## config.mk

```make
export PLATFORM = sky130hd
export DESIGN_NAME = wb_pipe_reg
export DESIGN_NICKNAME = d
export VERILOG_FILES = /design/src/rtl/wb_pipe_reg_pkg.sv /design/src/rtl/wb_fwd_cmp.sv /design/src/rtl/wb_pipe_reg.sv
export SDC_FILE = /design/constraint.sdc
export NUM_CORES = 1
export LEC_CHECK = 0
export BUFFER_PORTS_ARGS = -buffer_cell sky130_fd_sc_hd__buf_4
export CORE_MARGIN = 2
export CORE_UTILIZATION = 59
export CTS_BUF_LIST = sky130_fd_sc_hd__clkbuf_2
export DETAILED_ROUTE_END_ITERATION = 12
export GPL_ROUTABILITY_DRIVEN = 0
export GPL_TIMING_DRIVEN = 0
export PLACE_DENSITY = 0.88
export SYNTH_ARGS = -nofsm -noshare
export SYNTH_HDL_FRONTEND = slang
export SYNTH_SLANG_ARGS = --single-unit
export TNS_END_PERCENT = 50
```

## constraint.sdc

```tcl
create_clock -name clk -period 3.7 [get_ports clk]
set_input_delay 0.555 -clock clk [delete_from_list [all_inputs] [get_ports clk]]
set_output_delay 0.555 -clock clk [all_outputs]
set_load 0.01 [all_outputs]
```

## src/rtl/wb_pipe_reg_pkg.sv

```systemverilog
// Shared types for the execute-to-writeback pipeline register: occupancy states,
// default widths, the writeback bundle and the register-0 write guard.
package wb_pipe_reg_pkg;

  localparam int PKG_DATA_W = 32;
  localparam int PKG_SEL_W  = 5;

  typedef enum logic [1:0] {
    ST_EMPTY = 2'b00,
    ST_MAIN  = 2'b01,
    ST_FULL  = 2'b10
  } wb_state_e;

  typedef struct packed {
    logic [PKG_DATA_W-1:0] data;
    logic [PKG_SEL_W-1:0]  sel;
    logic                  we;
  } wb_bundle_t;

  function automatic logic guard_we(input logic we, input logic sel_zero, input logic zero_guard);
    guard_we = we & ~(zero_guard & sel_zero);
  endfunction

endpackage

```

## src/rtl/wb_fwd_cmp.sv

```systemverilog
// Single-selector forwarding compare: flags the held result as bypass source for one read port.
module wb_fwd_cmp
  import wb_pipe_reg_pkg::*;
#(
  parameter int SEL_W      = PKG_SEL_W,
  parameter bit ZERO_GUARD = 1'b1
) (
  input  logic             valid,
  input  logic             we,
  input  logic [SEL_W-1:0] sel,
  input  logic [SEL_W-1:0] rs,
  output logic             hit
);

  logic rs_ok_s;

  // Register 0 is hard-wired in the register file, so it is never a bypass target when guarded.
  assign rs_ok_s = (ZERO_GUARD == 1'b0) || (rs != {SEL_W{1'b0}});
  assign hit     = valid & we & (sel == rs) & rs_ok_s;

endmodule

```

## src/rtl/wb_pipe_reg.sv

```systemverilog
// Execute-to-writeback pipeline register with a 2-entry skid buffer, flush,
// register-0 write guard and forwarding-hit outputs for the operand bypass.
module wb_pipe_reg
  import wb_pipe_reg_pkg::*;
#(
  parameter int DATA_W     = PKG_DATA_W,
  parameter int SEL_W      = PKG_SEL_W,
  parameter bit ZERO_GUARD = 1'b1
) (
  input  logic              clk,
  input  logic              rst,
  input  logic              in_valid,
  output logic              in_ready,
  input  logic [DATA_W-1:0] ALUOUT,
  input  logic [SEL_W-1:0]  WS,
  input  logic              WE,
  input  logic              flush,
  output logic              out_valid,
  input  logic              out_ready,
  output logic [DATA_W-1:0] RESU,
  output logic [SEL_W-1:0]  WSP,
  output logic              WEP,
  input  logic [SEL_W-1:0]  RS1,
  input  logic [SEL_W-1:0]  RS2,
  output logic              FWD1_HIT,
  output logic              FWD2_HIT
);

  typedef struct packed {
    logic [DATA_W-1:0] data;
    logic [SEL_W-1:0]  sel;
    logic              we;
  } entry_t;

  wb_state_e state_r, state_s;
  entry_t    main_r, skid_r, in_entry_s, main_next_s;
  logic      out_valid_r, in_ready_r, wep_r;
  logic      accept_s, drain_s;
  logic      load_main_in_s, load_main_skid_s, load_skid_s;

  assign accept_s = in_valid & in_ready_r;
  assign drain_s  = out_valid_r & out_ready;

  assign in_entry_s.data = ALUOUT;
  assign in_entry_s.sel  = WS;
  assign in_entry_s.we   = guard_we(WE, (WS == {SEL_W{1'b0}}), ZERO_GUARD);

  // Next-state and entry-load decode; flush wins over accept and drain.
  always_comb begin
    state_s          = state_r;
    load_main_in_s   = 1'b0;
    load_main_skid_s = 1'b0;
    load_skid_s      = 1'b0;
    if (flush) begin
      state_s = ST_EMPTY;
    end else begin
      case (state_r)
        ST_EMPTY: begin
          if (accept_s) begin
            state_s        = ST_MAIN;
            load_main_in_s = 1'b1;
          end else begin
            state_s = ST_EMPTY;
          end
        end
        ST_MAIN: begin
          if (accept_s && drain_s) begin
            state_s        = ST_MAIN;
            load_main_in_s = 1'b1;
          end else if (accept_s) begin
            state_s     = ST_FULL;
            load_skid_s = 1'b1;
          end else if (drain_s) begin
            state_s = ST_EMPTY;
          end else begin
            state_s = ST_MAIN;
          end
        end
        ST_FULL: begin
          if (drain_s) begin
            state_s          = ST_MAIN;
            load_main_skid_s = 1'b1;
          end else begin
            state_s = ST_FULL;
          end
        end
        default: begin
          state_s = ST_EMPTY;
        end
      endcase
    end
  end

  // Select what the main entry holds after this edge.
  always_comb begin
    main_next_s = main_r;
    if (load_main_in_s) begin
      main_next_s = in_entry_s;
    end else if (load_main_skid_s) begin
      main_next_s = skid_r;
    end else begin
      main_next_s = main_r;
    end
  end

  // State and registered handshake/qualifier outputs, all derived from the next state.
  always_ff @(posedge clk) begin
    if (!rst) begin
      state_r     <= ST_EMPTY;
      out_valid_r <= 1'b0;
      in_ready_r  <= 1'b1;
      wep_r       <= 1'b0;
    end else begin
      state_r     <= state_s;
      out_valid_r <= (state_s != ST_EMPTY);
      in_ready_r  <= (state_s != ST_FULL);
      wep_r       <= main_next_s.we & (state_s != ST_EMPTY);
    end
  end

  // Main and skid payload storage.
  always_ff @(posedge clk) begin
    if (!rst) begin
      main_r <= '0;
      skid_r <= '0;
    end else begin
      main_r <= main_next_s;
      if (load_skid_s) begin
        skid_r <= in_entry_s;
      end
    end
  end

  assign RESU      = main_r.data;
  assign WSP       = main_r.sel;
  assign WEP       = wep_r;
  assign out_valid = out_valid_r;
  assign in_ready  = in_ready_r;

  wb_fwd_cmp #(.SEL_W(SEL_W), .ZERO_GUARD(ZERO_GUARD)) u_fwd1 (
    .valid (out_valid_r),
    .we    (wep_r),
    .sel   (main_r.sel),
    .rs    (RS1),
    .hit   (FWD1_HIT)
  );

  wb_fwd_cmp #(.SEL_W(SEL_W), .ZERO_GUARD(ZERO_GUARD)) u_fwd2 (
    .valid (out_valid_r),
    .we    (wep_r),
    .sel   (main_r.sel),
    .rs    (RS2),
    .hit   (FWD2_HIT)
  );

endmodule

```

==> run summary <==
part of the power in registers - 0.558
Post-DRT Antenna Nets - 0
Crit. End Element - primary output
max-slew violations - 0
critical path cell sequence - nor4_1 > nor3_1 > a21oi_1 > nor3_1 > buf_4
postcts setup bufs - 0
total CTS buffers - 9
main flop type after synthesis - dfxtp_1
Sw Ratio - 0.2744
Critical Path Max Stage Delay - 0.40 ns
critical path class - register to primary output
vias in the first global route - 3278
RSZ-0062 raised after global routing - false
final global-route overflow total - 0
Multi-input gate area - 0.001618 mm²
outcome - complete, no violations
clk_lat worst skew - 0.53 ns
total wire length - 8791 µm
final setup vio count - 0
maximum number of pins on one net before global-route repair - 14
most frequent cells in the layout - buf_4 (131), nand2_1 (84), dfxtp_1 (81)
Max H-tree Level - 3
Post-DP HPWL - 6247 µm
slew margin rel. - 0.5459
core area - 0.005991 mm²
Comb power frac - 0.166
# diodes - 0
Syn Area/Cell - 8.705 µm²
post_cts resized - 0
Syn Inst Count - 425
Synth Register Bits - 81
pre-CTS setup slack - 1.345 ns
Final min period - 2.302 ns
row cnt - 28
GRT Overall Usage - 0.2598
Die X - 83.19 µm
DR WL/cell - 14.41 µm
Nets - 585
via count - 3324
FFs w/ async S/R, synth - 0
most common cell after layout, fill and taps aside - buf_4
DRT iter0 DRCs - 209
layout cells sized above 1 - 0.3009
Arrival @ worst endpoint - 1.75 ns
Leak Pwr - 1.837 nW
final worst slack - 1.398 ns
crit path max fanout - 5
Highest Clock Rate - 434.4 MHz
PortBufs - 94
DRC - 0
Post-CTS Hold Fix Bufs - 0
Worst-path clk slew - 0.23 ns
DRT Pass-1 Iters - 5
CTS tree - done
period utilization - 0.6222
Final Hold Vio Count - 0
Via density - 5.449
Post-synth EDFFs - 0
Clock power frac - 0.276
initial antenna violation count - 0
Die H - 83.19 µm
Die ar. - 0.006921 mm²
Worst Setup Start Kind - register
syn_nets - 480
pwr dens - 364.3 mW/mm²
Peak supply drop - 309.3 µV
Yosys cell types - 36
Top Ports - 95
clk buf depth - 2
sequential-to-total area share from yosys stat - 0.4383
global-route wire length before repair - 14950 µm
CP required - 3.14 ns
worst slew pin tran - 0.6775 ns
root buf cell - clkbuf_2
instance area at placement - 0.004499 mm²
Syn-to-layout area delta - 24.55%
Crit-path slowest cell - dfxtp_1
initial core utilization - 0.6176
total negative slack - 0 ns
Setup Skew - 0.02055 ns
Design Area, Final - 0.004608 mm²
Int Power - 1.218 mW
WHS - 0.2395 ns
Ys Warns - 0
Fill cells - 450
Tightest Hold Check Type - input pin to register
clk sinks - 81
Most common cell on crit path - nor3_1
Post-Synthesis Cell Area - 0.003700 mm²
register area - 0.001622 mm²
Max-Cap Viols - 0
switching power - 0.4606 mW
cell type report:
class / count / area share
repair buffers: 94 / 0.1531
clock inverters: 6 / 0.01276
clock buffers: 10 / 0.01086
well taps: 75 / 0.02036
plain buffers: 65 / 0.09829
inverters: 2 / 0.001629
multi-input cells: 277 / 0.3511
flip-flops and latches: 81 / 0.3519
worst paths after layout:
kind         startpoint    endpoint  slack (ns)  cells after the start
max              WSP[0]    FWD1_HIT        1.40                      5
min           ALUOUT[6]  skid_r[12]        0.24                      3
max reg2reg   out_valid    RESU[20]        1.57                      8
min reg2reg  skid_r[23]  skid_r[23]        0.47                      2
critical path, delay by kind of cell, from the launching register on:
family / cells / cell delay (ns)
simple gates: 3 / 0.54
flops: 1 / 0.40
compound gates: 1 / 0.14
buf+inv: 1 / 0.14
layer usage:
layer / part of all wire / global-route usage / routed length, µm
met1: 0.44 / 0.3354 / 3876
met2: 0.49 / 0.4384 / 4305
met3: 0.048 / 0.04374 / 424
met4: 0.021 / 0.09389 / 184
met5: 0 / 0 / 0
per-stage QoR:
step                      power [mW]  instances    util
final                          1.679        610  0.7692
after floorplan                1.101        425       -
after global routing           1.737        610  0.7692
after CTS                      1.677        610  0.7692
after detailed placement       1.231        594  0.7510
after global placement         1.223        594  0.7510
power by group through the flow:
stage | logic (mW) | clock network [mW] | registers, mW
after floorplan | 0.154 | 0 | 0.947
after global placement | 0.270 | 0 | 0.953
after detailed placement | 0.277 | 0 | 0.954
after CTS | 0.279 | 0.461 | 0.937
after global routing | 0.303 | 0.492 | 0.942
final | 0.279 | 0.463 | 0.937
sequential cells by signal (all words and copies together), names as in the netlist:
register   cells
WSP            5
WEP            1
skid_r        38
in_ready       1
out_valid      1
RESU          32
state_r        2
main_r         1
logic make-up after synthesis:
group	count (synthesis)	share of synthesized area
AO/OA/AOI/OAI	91	0.1569
XOR/XNOR	8	0.01894
adder cells (fa/ha/maj)	2	0.006763
buffers and inverters	67	0.1245
flip-flops	81	0.4383
multiplexers	33	0.08928
AND/OR/NAND/NOR	143	0.1654
cell usage after synthesis (2+ instances only):
cell type  instances  share of area
o21ai_0            6         0.0081
buf_2              8          0.011
nor3_1             5         0.0068
nor2_1            38          0.039
clkbuf_1          14          0.014
dfxtp_1           81           0.44
a311oi_1           5          0.012
buf_4             37          0.075
nand3_1            4         0.0054
a211oi_1          33          0.067
nor2b_1            2         0.0034
buf_1              2         0.0020
ha_1               2         0.0068
buf_12             3          0.016
a21o_1             2         0.0041
and2_1             2         0.0034
a21oi_1           40          0.054
nand2_1           84          0.085
xnor2_1            8          0.019
mux2i_1           33          0.089
Power figures use the tool's default switching activity.
